--- src/rtl/seg_pkg.sv ---
// seg_pkg: shared constants for the seven-segment scan multiplexer.
// Holds the hex-to-segment table, segment bit positions and the legal
// parameter ranges used by seg_scan_mux and seg_hex_decode.
package seg_pkg;

   // Bit position of each segment lamp inside a 7-bit segment word
   localparam int SEG_A = 0;
   localparam int SEG_B = 1;
   localparam int SEG_C = 2;
   localparam int SEG_D = 3;
   localparam int SEG_E = 4;
   localparam int SEG_F = 5;
   localparam int SEG_G = 6;

   // Legal parameter ranges
   localparam int DIGITS_MIN   = 2;
   localparam int DIGITS_MAX   = 8;
   localparam int PRESCALE_MIN = 2;
   localparam int PRESCALE_MAX = 1048576;

   // Active-high segment patterns, indexed by the hex value 0..F
   localparam logic [6:0] HEX_SEG [16] = '{
      7'h3F, 7'h06, 7'h5B, 7'h4F,
      7'h66, 7'h6D, 7'h7D, 7'h07,
      7'h7F, 7'h6F, 7'h77, 7'h7C,
      7'h39, 7'h5E, 7'h79, 7'h71
   };

endpackage

--- src/rtl/seg_hex_decode.sv ---
// seg_hex_decode: combinational 4-bit hex nibble to 7-segment pattern.
module seg_hex_decode
   import seg_pkg::*;
(
   input  logic [3:0] nibble,
   output logic [6:0] segments
);

   logic [6:0] row_s;

   // Look up the table row, then route each lamp by its named bit position
   always_comb begin
      row_s           = HEX_SEG[nibble];
      segments        = 7'h00;
      segments[SEG_A] = row_s[SEG_A];
      segments[SEG_B] = row_s[SEG_B];
      segments[SEG_C] = row_s[SEG_C];
      segments[SEG_D] = row_s[SEG_D];
      segments[SEG_E] = row_s[SEG_E];
      segments[SEG_F] = row_s[SEG_F];
      segments[SEG_G] = row_s[SEG_G];
   end

endmodule

--- src/rtl/seg_scan_mux.sv ---
// seg_scan_mux: time-multiplexed driver for a DIGITS-wide seven-segment
// display. New data lands in a shadow register and is only promoted to the
// display register at a frame boundary, so a frame never mixes old and new.
// Optional feature: define SEG_SCAN_LZ_BLANK_EN for leading-zero blanking.
module seg_scan_mux
   import seg_pkg::*;
#(
   parameter int DIGITS        = 4,
   parameter int PRESCALE      = 50000,
   parameter int ANODE_ACT_LOW = 0
)(
   input  logic                  clk,
   input  logic                  res,
   input  logic [4*DIGITS-1:0]   data,
   input  logic                  load,
   input  logic [DIGITS-1:0]     blank,
   output logic [DIGITS-1:0]     anodes,
   output logic [6:0]            segments,
   output logic                  frame_done
);

   localparam int CW = (PRESCALE > 2) ? $clog2(PRESCALE) : 1;
   localparam int IW = $clog2(DIGITS);
   localparam logic [CW-1:0] CNT_LAST = CW'(PRESCALE - 1);
   localparam logic [IW-1:0] IDX_LAST = IW'(DIGITS - 1);
   localparam logic [DIGITS-1:0] AN_OFF =
      (ANODE_ACT_LOW != 0) ? {DIGITS{1'b1}} : {DIGITS{1'b0}};

   if (DIGITS < DIGITS_MIN || DIGITS > DIGITS_MAX) begin : g_bad_digits
      $error("seg_scan_mux: DIGITS out of range");
   end
   if (PRESCALE < PRESCALE_MIN || PRESCALE > PRESCALE_MAX) begin : g_bad_prescale
      $error("seg_scan_mux: PRESCALE out of range");
   end

   logic [CW-1:0]         cnt_r;
   logic [IW-1:0]         idx_r;
   logic [4*DIGITS-1:0]   shadow_data_r;
   logic [DIGITS-1:0]     shadow_blank_r;
   logic [4*DIGITS-1:0]   disp_data_r;
   logic [DIGITS-1:0]     disp_blank_r;
   logic [DIGITS-1:0]     anodes_r;
   logic [6:0]            segments_r;
   logic                  frame_done_r;

   logic                  slot_end_s;
   logic                  wrap_s;
   logic [CW-1:0]         cnt_next_s;
   logic [IW-1:0]         idx_next_s;
   logic [4*DIGITS-1:0]   disp_data_next_s;
   logic [DIGITS-1:0]     disp_blank_next_s;
   logic [DIGITS-1:0]     eff_blank_s;
   logic [DIGITS-1:0]     an_act_s;
   logic [3:0]            nib_arr_s [DIGITS];
   logic [3:0]            nib_s;
   logic [6:0]            seg_dec_s;

   // Next-state of the slot timer, digit index and display register
   always_comb begin
      slot_end_s = (cnt_r == CNT_LAST);
      wrap_s     = slot_end_s && (idx_r == IDX_LAST);
      if (slot_end_s) begin
         cnt_next_s = {CW{1'b0}};
         if (idx_r == IDX_LAST) begin
            idx_next_s = {IW{1'b0}};
         end else begin
            idx_next_s = idx_r + IW'(1);
         end
      end else begin
         cnt_next_s = cnt_r + CW'(1);
         idx_next_s = idx_r;
      end
      if (wrap_s) begin
         disp_data_next_s  = shadow_data_r;
         disp_blank_next_s = shadow_blank_r;
      end else begin
         disp_data_next_s  = disp_data_r;
         disp_blank_next_s = disp_blank_r;
      end
   end

`ifdef SEG_SCAN_LZ_BLANK_EN
   logic [DIGITS-1:0] lz_s;

   // Leading-zero mask: a zero digit hides if everything above it is zero or blanked
   always_comb begin
      logic lead;
      logic zero;
      lead = 1'b1;
      zero = 1'b0;
      lz_s = {DIGITS{1'b0}};
      for (int k = DIGITS - 1; k >= 1; k--) begin
         zero    = (disp_data_next_s[4*k +: 4] == 4'h0);
         lz_s[k] = zero && lead;
         lead    = lead && (zero || disp_blank_next_s[k]);
      end
   end

   assign eff_blank_s = disp_blank_next_s | lz_s;
`else
   assign eff_blank_s = disp_blank_next_s;
`endif

   // Anode pattern for the coming cycle: dark on count 0, else bit idx unless blanked
   always_comb begin
      an_act_s = {DIGITS{1'b0}};
      for (int k = 0; k < DIGITS; k++) begin
         an_act_s[k] = (idx_next_s == IW'(k)) && !eff_blank_s[k] &&
                       (cnt_next_s != {CW{1'b0}});
      end
   end

   // Split the display register into per-digit nibbles for selection by idx
   always_comb begin
      for (int k = 0; k < DIGITS; k++) begin
         nib_arr_s[k] = disp_data_r[4*k +: 4];
      end
   end

   assign nib_s = nib_arr_s[idx_r];

   seg_hex_decode u_dec (
      .nibble   (nib_s),
      .segments (seg_dec_s)
   );

   // Slot prescaler, digit index and end-of-frame pulse
   always_ff @(posedge clk or negedge res) begin
      if (!res) begin
         cnt_r        <= {CW{1'b0}};
         idx_r        <= {IW{1'b0}};
         frame_done_r <= 1'b0;
      end else begin
         cnt_r        <= cnt_next_s;
         idx_r        <= idx_next_s;
         frame_done_r <= wrap_s;
      end
   end

   // Shadow register: latest load wins
   always_ff @(posedge clk or negedge res) begin
      if (!res) begin
         shadow_data_r  <= {(4*DIGITS){1'b0}};
         shadow_blank_r <= {DIGITS{1'b0}};
      end else if (load) begin
         shadow_data_r  <= data;
         shadow_blank_r <= blank;
      end else begin
         shadow_data_r  <= shadow_data_r;
         shadow_blank_r <= shadow_blank_r;
      end
   end

   // Display register: takes the shadow only at the frame wrap
   always_ff @(posedge clk or negedge res) begin
      if (!res) begin
         disp_data_r  <= {(4*DIGITS){1'b0}};
         disp_blank_r <= {DIGITS{1'b0}};
      end else begin
         disp_data_r  <= disp_data_next_s;
         disp_blank_r <= disp_blank_next_s;
      end
   end

   // Registered display outputs with anode polarity applied
   always_ff @(posedge clk or negedge res) begin
      if (!res) begin
         anodes_r   <= AN_OFF;
         segments_r <= 7'h00;
      end else begin
         anodes_r   <= an_act_s ^ AN_OFF;
         segments_r <= seg_dec_s;
      end
   end

   assign anodes     = anodes_r;
   assign segments   = segments_r;
   assign frame_done = frame_done_r;

endmodule
--- config.mk ---
export PLATFORM = sky130hd
export DESIGN_NAME = seg_scan_mux
export DESIGN_NICKNAME = d
export VERILOG_FILES = /design/src/rtl/seg_pkg.sv /design/src/rtl/seg_hex_decode.sv /design/src/rtl/seg_scan_mux.sv
export SDC_FILE = /design/constraint.sdc
export NUM_CORES = 1
export LEC_CHECK = 0
export CORE_AREA = 8 8 85 87
export CTS_CLUSTER_DIAMETER = 150
export CTS_CLUSTER_SIZE = 30
export DETAILED_ROUTE_END_ITERATION = 16
export DIE_AREA = 0 0 93 95
export PLACE_DENSITY = 0.78
export SLEW_MARGIN = 25
export SYNTH_ARGS = -nofsm -noshare
export SYNTH_HDL_FRONTEND = slang
export SYNTH_SLANG_ARGS = --single-unit
--- constraint.sdc ---
create_clock -name clk -period 2.7 [get_ports clk]
set_input_delay 0.54 -clock clk [delete_from_list [all_inputs] [get_ports clk]]
set_output_delay 0.54 -clock clk [all_outputs]
set_load 0.01 [all_outputs]
## After elaboration in Yosys (flattened, before gate mapping)

Memory sizes are Yosys's and may differ from the RTL's. A register that Yosys moved wholly into a read port is not among the register bits.
Index checks and enable logic that the tools add are counted.

- Input bits: 23
- Bits in read-only memories: 112
- Output and inout bits: 12
- Memories kept: 1
- Bits in registers: 63
- Logic and storage cells: 42

Memory list:

| name | words | bits a word | read ports | clocked after memory_dff | write ports | RTL line | RTL |
|---|---|---|---|---|---|---|---|
| (name not given) | 16 | 7 | 1 | 1 | 0 | seg_hex_decode.sv:13 | `row_s = HEX_SEG[nibble];` |

- Magnitude comparators: 1
- Add/subtract/negate cells: 2
- Reductions and logical operators: 16
- Bitwise gates (word level): 2
- Equal/unequal tests: 5
- Muxes and demuxes: 7

Operator list:

| kind | count |
|---|---|
| $add A16 B1 Y16 const B | 1 |
| $eq A16 B16 Y1 const B | 1 |
| $mux W16 | 1 |
| $reduce_bool A16 Y1 | 1 |
| $mux W4 | 3 |
| $logic_and A1 B1 Y1 | 9 |
| $bmux W4 S2 | 1 |
| $eq A2 B2 Y1 const B | 3 |
| $logic_not A1 Y1 | 5 |
| $not A4 Y5 | 1 |
| $mux W2 | 2 |
| $ge A3 B3 Y1 const B | 1 |
| $not A2 Y3 | 1 |
| $add A2 B1 Y2 const B | 1 |
| $eq A2 B1 Y1 const B | 1 |
| $logic_not A2 Y1 | 1 |

## Logic depth before layout (Yosys ltp)

- Word-level depth: 6
- Mapped depth: 8
- Gate-level depth less buffers: 7

## Modules after synthesis

Synthesis repeated with hierarchy kept, for this count alone.

- Cells, all modules: 260
- Area total of the unflattened synthesis: 3,355.7 µm²

By module, submodules not included:

| module | sequential area each (µm²) | times used | cells each | area each (µm²) |
|---|---|---|---|---|
| seg_scan_mux | 1,751.7 | 1 | 227 | 3,067.9 |
| seg_hex_decode | 0.0 | 1 | 33 | 287.8 |

## Worst setup path before layout

Ideal clock, no wire load.

- Path type: register -> register
- Start point: register cnt_r[4]
- End point: register anodes_r[0] (netlist: anodes[0])
- Data required time: 2.565 ns
- Arrival: 2.339 ns
- Cell stages (with the launch flop): 8
- Path slack: 0.226 ns
- Buffers on the path: 1
- Period minus slack after synthesis: 2.474 ns
- Path through: dfrtp_1 -> buf_6 -> or4_4 -> nor4_4 -> a221oi_2 -> or4b_4 -> a2111oi_4 -> nor3_1

- Word-level cells in the longest chain between the ends: 6
- Elaborated cells on any way between the ends: 11

Ends and longest elaborated chain:

| what | RTL line | RTL |
|---|---|---|
| from (decl) | seg_scan_mux.sv:36 | `logic [CW-1:0] cnt_r;` |
| from (signal assigned) | seg_scan_mux.sv:130 | `cnt_r <= {CW{1'b0}};` |
| from (signal assigned) | seg_scan_mux.sv:134 | `cnt_r <= cnt_next_s;` |
| branches (longest 5 deep; another with $add A16 B1 Y16) | -- |  |
| $logic_and A1 B1 Y1 * | seg_scan_mux.sv:108 | `an_act_s[k] = (idx_next_s == IW'(k)) && !eff_blank_s[k] &&` |
| named net an_act_s[0] | seg_scan_mux.sv:53 | `logic [DIGITS-1:0] an_act_s;` |
| to (signal assigned) | seg_scan_mux.sv:171 | `anodes_r <= an_act_s ^ AN_OFF;` |
| to (decl) | seg_scan_mux.sv:42 | `logic [DIGITS-1:0] anodes_r;` |

Mark *: on every way through the listed nets, which the timed path passes.
A chain may end at the register's enable or synchronous reset.

## Worst setup path in the final report

- Start point: register cnt_r[4]
- End point: register anodes_r[1] (netlist: anodes[1])

The elaborated chain is that of the path after synthesis.

==> results.md <==
* First-pass GRT wire length at 10200 um
* Pins Over Slew Limit at 0
* Crit start category: flip-flop
* Part of the power in registers at 0.523
* GRT Residual Overflow at 0
* Fin crit period at 2.53 ns
* Pleak at 1.76 nW
* Layout cells sized above 1 at 0.252
* TritonCTS clock tree: yes
* Most frequent cells in the layout: dfrtp_1, mux2_2, clkdlybuf4s50_1, nor2_1, xor2_1
* Htree depth at 3
* Kind of critical path: reg -> reg
* Sw Share at 0.207
* Clock Skew at 0.00533 ns
* Largest net degree at the start of global routing at 71
* Root buffer cell: clkbuf_8
* Max-cap violations at 0
* Mapped Area at 3230 um^2
* CTS Hold Bufs at 0
* Area Overhead vs Synth at 20.5%
* I/O pins at 35
* Sum Neg Setup Slack at 0 ns
* PortBufs at 34
* Detailed Routing Iterations Pass 1 at 5
* Critical path peak fanout at 7
* DPL Wire Length at 4030 um
* Worst skew pair latency at 0.34 ns
* Die Wd at 93 um
* Total GRT Usage at 0.148
* FF-to-FF End: anodes[1]
* Global placer's final weighted congestion at 0.811
* Clk pin slew, worst setup/hold paths at 0.07 ns
* Max Freq at 396 MHz
* Max-slew headroom at 0.718
* Starting Density at 0.556
* Total Die Area at 8840 um^2
* Routed wire length at 5870 um
* Die height at 95 um
* Worst EP arrival at 2.74 ns
* Syn nets at 279
* Worst VDD drop at 412 uV
* CTS Sinks at 70
* Final setup viols at 0
* Worst Reg2Reg Path Length in Cells at 6
* Final period utilization at 0.936
* Hold WC Path Type: in -> async
* NetSw at 432 uW
* Final hold violation count at 0
* Post-CTS resize count at 0
* Row Count at 28
* Synth Flop Type: dfrtp_1
* Post-synthesis sequential area ratio at 0.542
* Synthesized instance count at 246
* CTS max path bufs at 2
* Ant. Diodes at 0
* Synth cell types at 38
* FFs w/ async S/R, synth at 1.00
* Combinational power share at 0.045
* Status: finished clean
* Critical path endpoint category: flip-flop
* Post-synth EDFFs at 0
* PD cells at 537 nW/um^2
* Num CTS Buffers at 9
* Most common cell after layout, fill and taps aside: dfrtp_1
* YS warnings at 0
* RSZ-0062 raised after global routing: no
* DR DRC count at 0
* Yosys reg bits at 70
* DRT iter0 DRCs at 120
* Worst path required time at 2.91 ns
* Int Power at 1.66 mW
* Vias in the first global route at 2134
* Clock power share at 0.432
* Initial antenna violation count at 0
* Drt via density at 5.72
* Worst r2r src: cnt_r[4]
* Setup Fix Bufs, Post-CTS at 0
* Reg2Reg Setup Slack at 0.17 ns
* NumNets Final at 322
* Syn avg cell area at 13.1 um^2
* Std-Cell Core Area at 5820 um^2
* Worst-margin pin slew at 0.423 ns
* Worst Hold Slack at 0.197 ns
* Drt wl/cell at 15.9 um
* Vias at 2111
* Final ANT Viol Nets at 0
## Yosys cell counts (all sizes together), types with 2 or more instances
master  instances  area share
xor2           12       0.033
nor3            4      0.0062
or4b            2      0.0074
and3            2      0.0039
nor2           20       0.023
or3             2      0.0039
mux2           43        0.15
nor2b           4      0.0077
nor4            6       0.016
dfrtp          70        0.54
o21a            2      0.0046
nand4           6       0.012
o21ai           2      0.0031
nand3           7       0.011
nand2           5      0.0058
o22a            2      0.0054
buf             3      0.0058
a22oi           4      0.0093
a21oi           3      0.0046
ha             10       0.039
mux2i           3      0.0093
xnor2           4       0.011
clkbuf          5      0.0058
inv            10       0.012
mux4            5       0.035
## area by class of cell
cell class | instances | area (um^2)
fill | 464 | 1920
sequential | 70 | 1750
multi-input combinational | 158 | 1410
timing repair buffer | 40 | 393
clock buffer | 11 | 131
tap | 75 | 93.8
clock inverter | 5 | 82.6
inverter | 10 | 37.5
## kinds of logic after synthesis
logic type / count (synthesis) / share of synthesized area
xor+xnor: 16 / 0.0433
compound gates: 20 / 0.0530
mux: 51 / 0.194
fa+ha+maj: 10 / 0.0387
simple gates: 61 / 0.106
buf+inv: 18 / 0.0232
flops: 70 / 0.542
## power by group through the flow
stage	registers [mW]	logic (mW)	clock network (mW)
5_1_grt	1.10	0.105	0.971
4_1_cts	1.09	0.0964	0.930
3_5_place_dp	1.11	0.0964	0
2_1_floorplan	1.11	0.0360	0
3_3_place_gp	1.11	0.0935	0
6_report	1.09	0.0934	0.904
## worst max-delay path, cell delays in order (launching register included)
cell and delay, ns:
dfrtp_1 0.46, or4_4 0.57, nor4_4 0.31, a221oi_2 0.06, or4b_4 0.51, a2111oi_4 0.40, nor4_1 0.10
## routing by layer
| metal | global-route usage | vias up | wire length, um |
|---|---|---|---|
| li1 | - | 979 | - |
| met1 | 0.186 | 1055 | 2600 |
| met2 | 0.229 | 64 | 2830 |
| met3 | 0.0460 | 13 | 342 |
| met4 | 0.0698 | 0 | 100 |
| met5 | 0 | - | 0 |
## worst max-delay path by stage
stage,startpoint,endpoint,slack (ns),depth (start not counted)
2_1_floorplan,cnt_r[4],anodes[0],0.23,7
3_3_place_gp,cnt_r[4],anodes[2],0.26,6
3_5_place_dp,cnt_r[4],anodes[2],0.17,6
4_1_cts,cnt_r[4],anodes[1],0.17,6
5_1_grt,cnt_r[4],anodes[0],0.06,6
6_report,cnt_r[4],anodes[1],0.17,6
## through the flow
stage / util / power [mW] / instance area (um^2) / cells / setup WS, ns
2_1_floorplan: - / 1.14 / 3230 / 246 / 0.226
3_3_place_gp: 0.633 / 1.21 / 3680 / 353 / 0.255
3_5_place_dp: 0.633 / 1.21 / 3680 / 353 / 0.173
4_1_cts: 0.670 / 2.12 / 3900 / 369 / 0.171
5_1_grt: 0.670 / 2.17 / 3900 / 369 / 0.0639
6_report: 0.670 / 2.09 / 3900 / 369 / 0.172
## flip-flops by register name (all words and copies together) (netlist names)
register / flops
shadow_data_r: 16
disp_data_r: 16
idx_r: 2
shadow_blank_r: 4
frame_done: 1
segments: 7
cnt_r: 16
anodes: 4
disp_blank_r: 4
(Power assumes the default switching activity.)
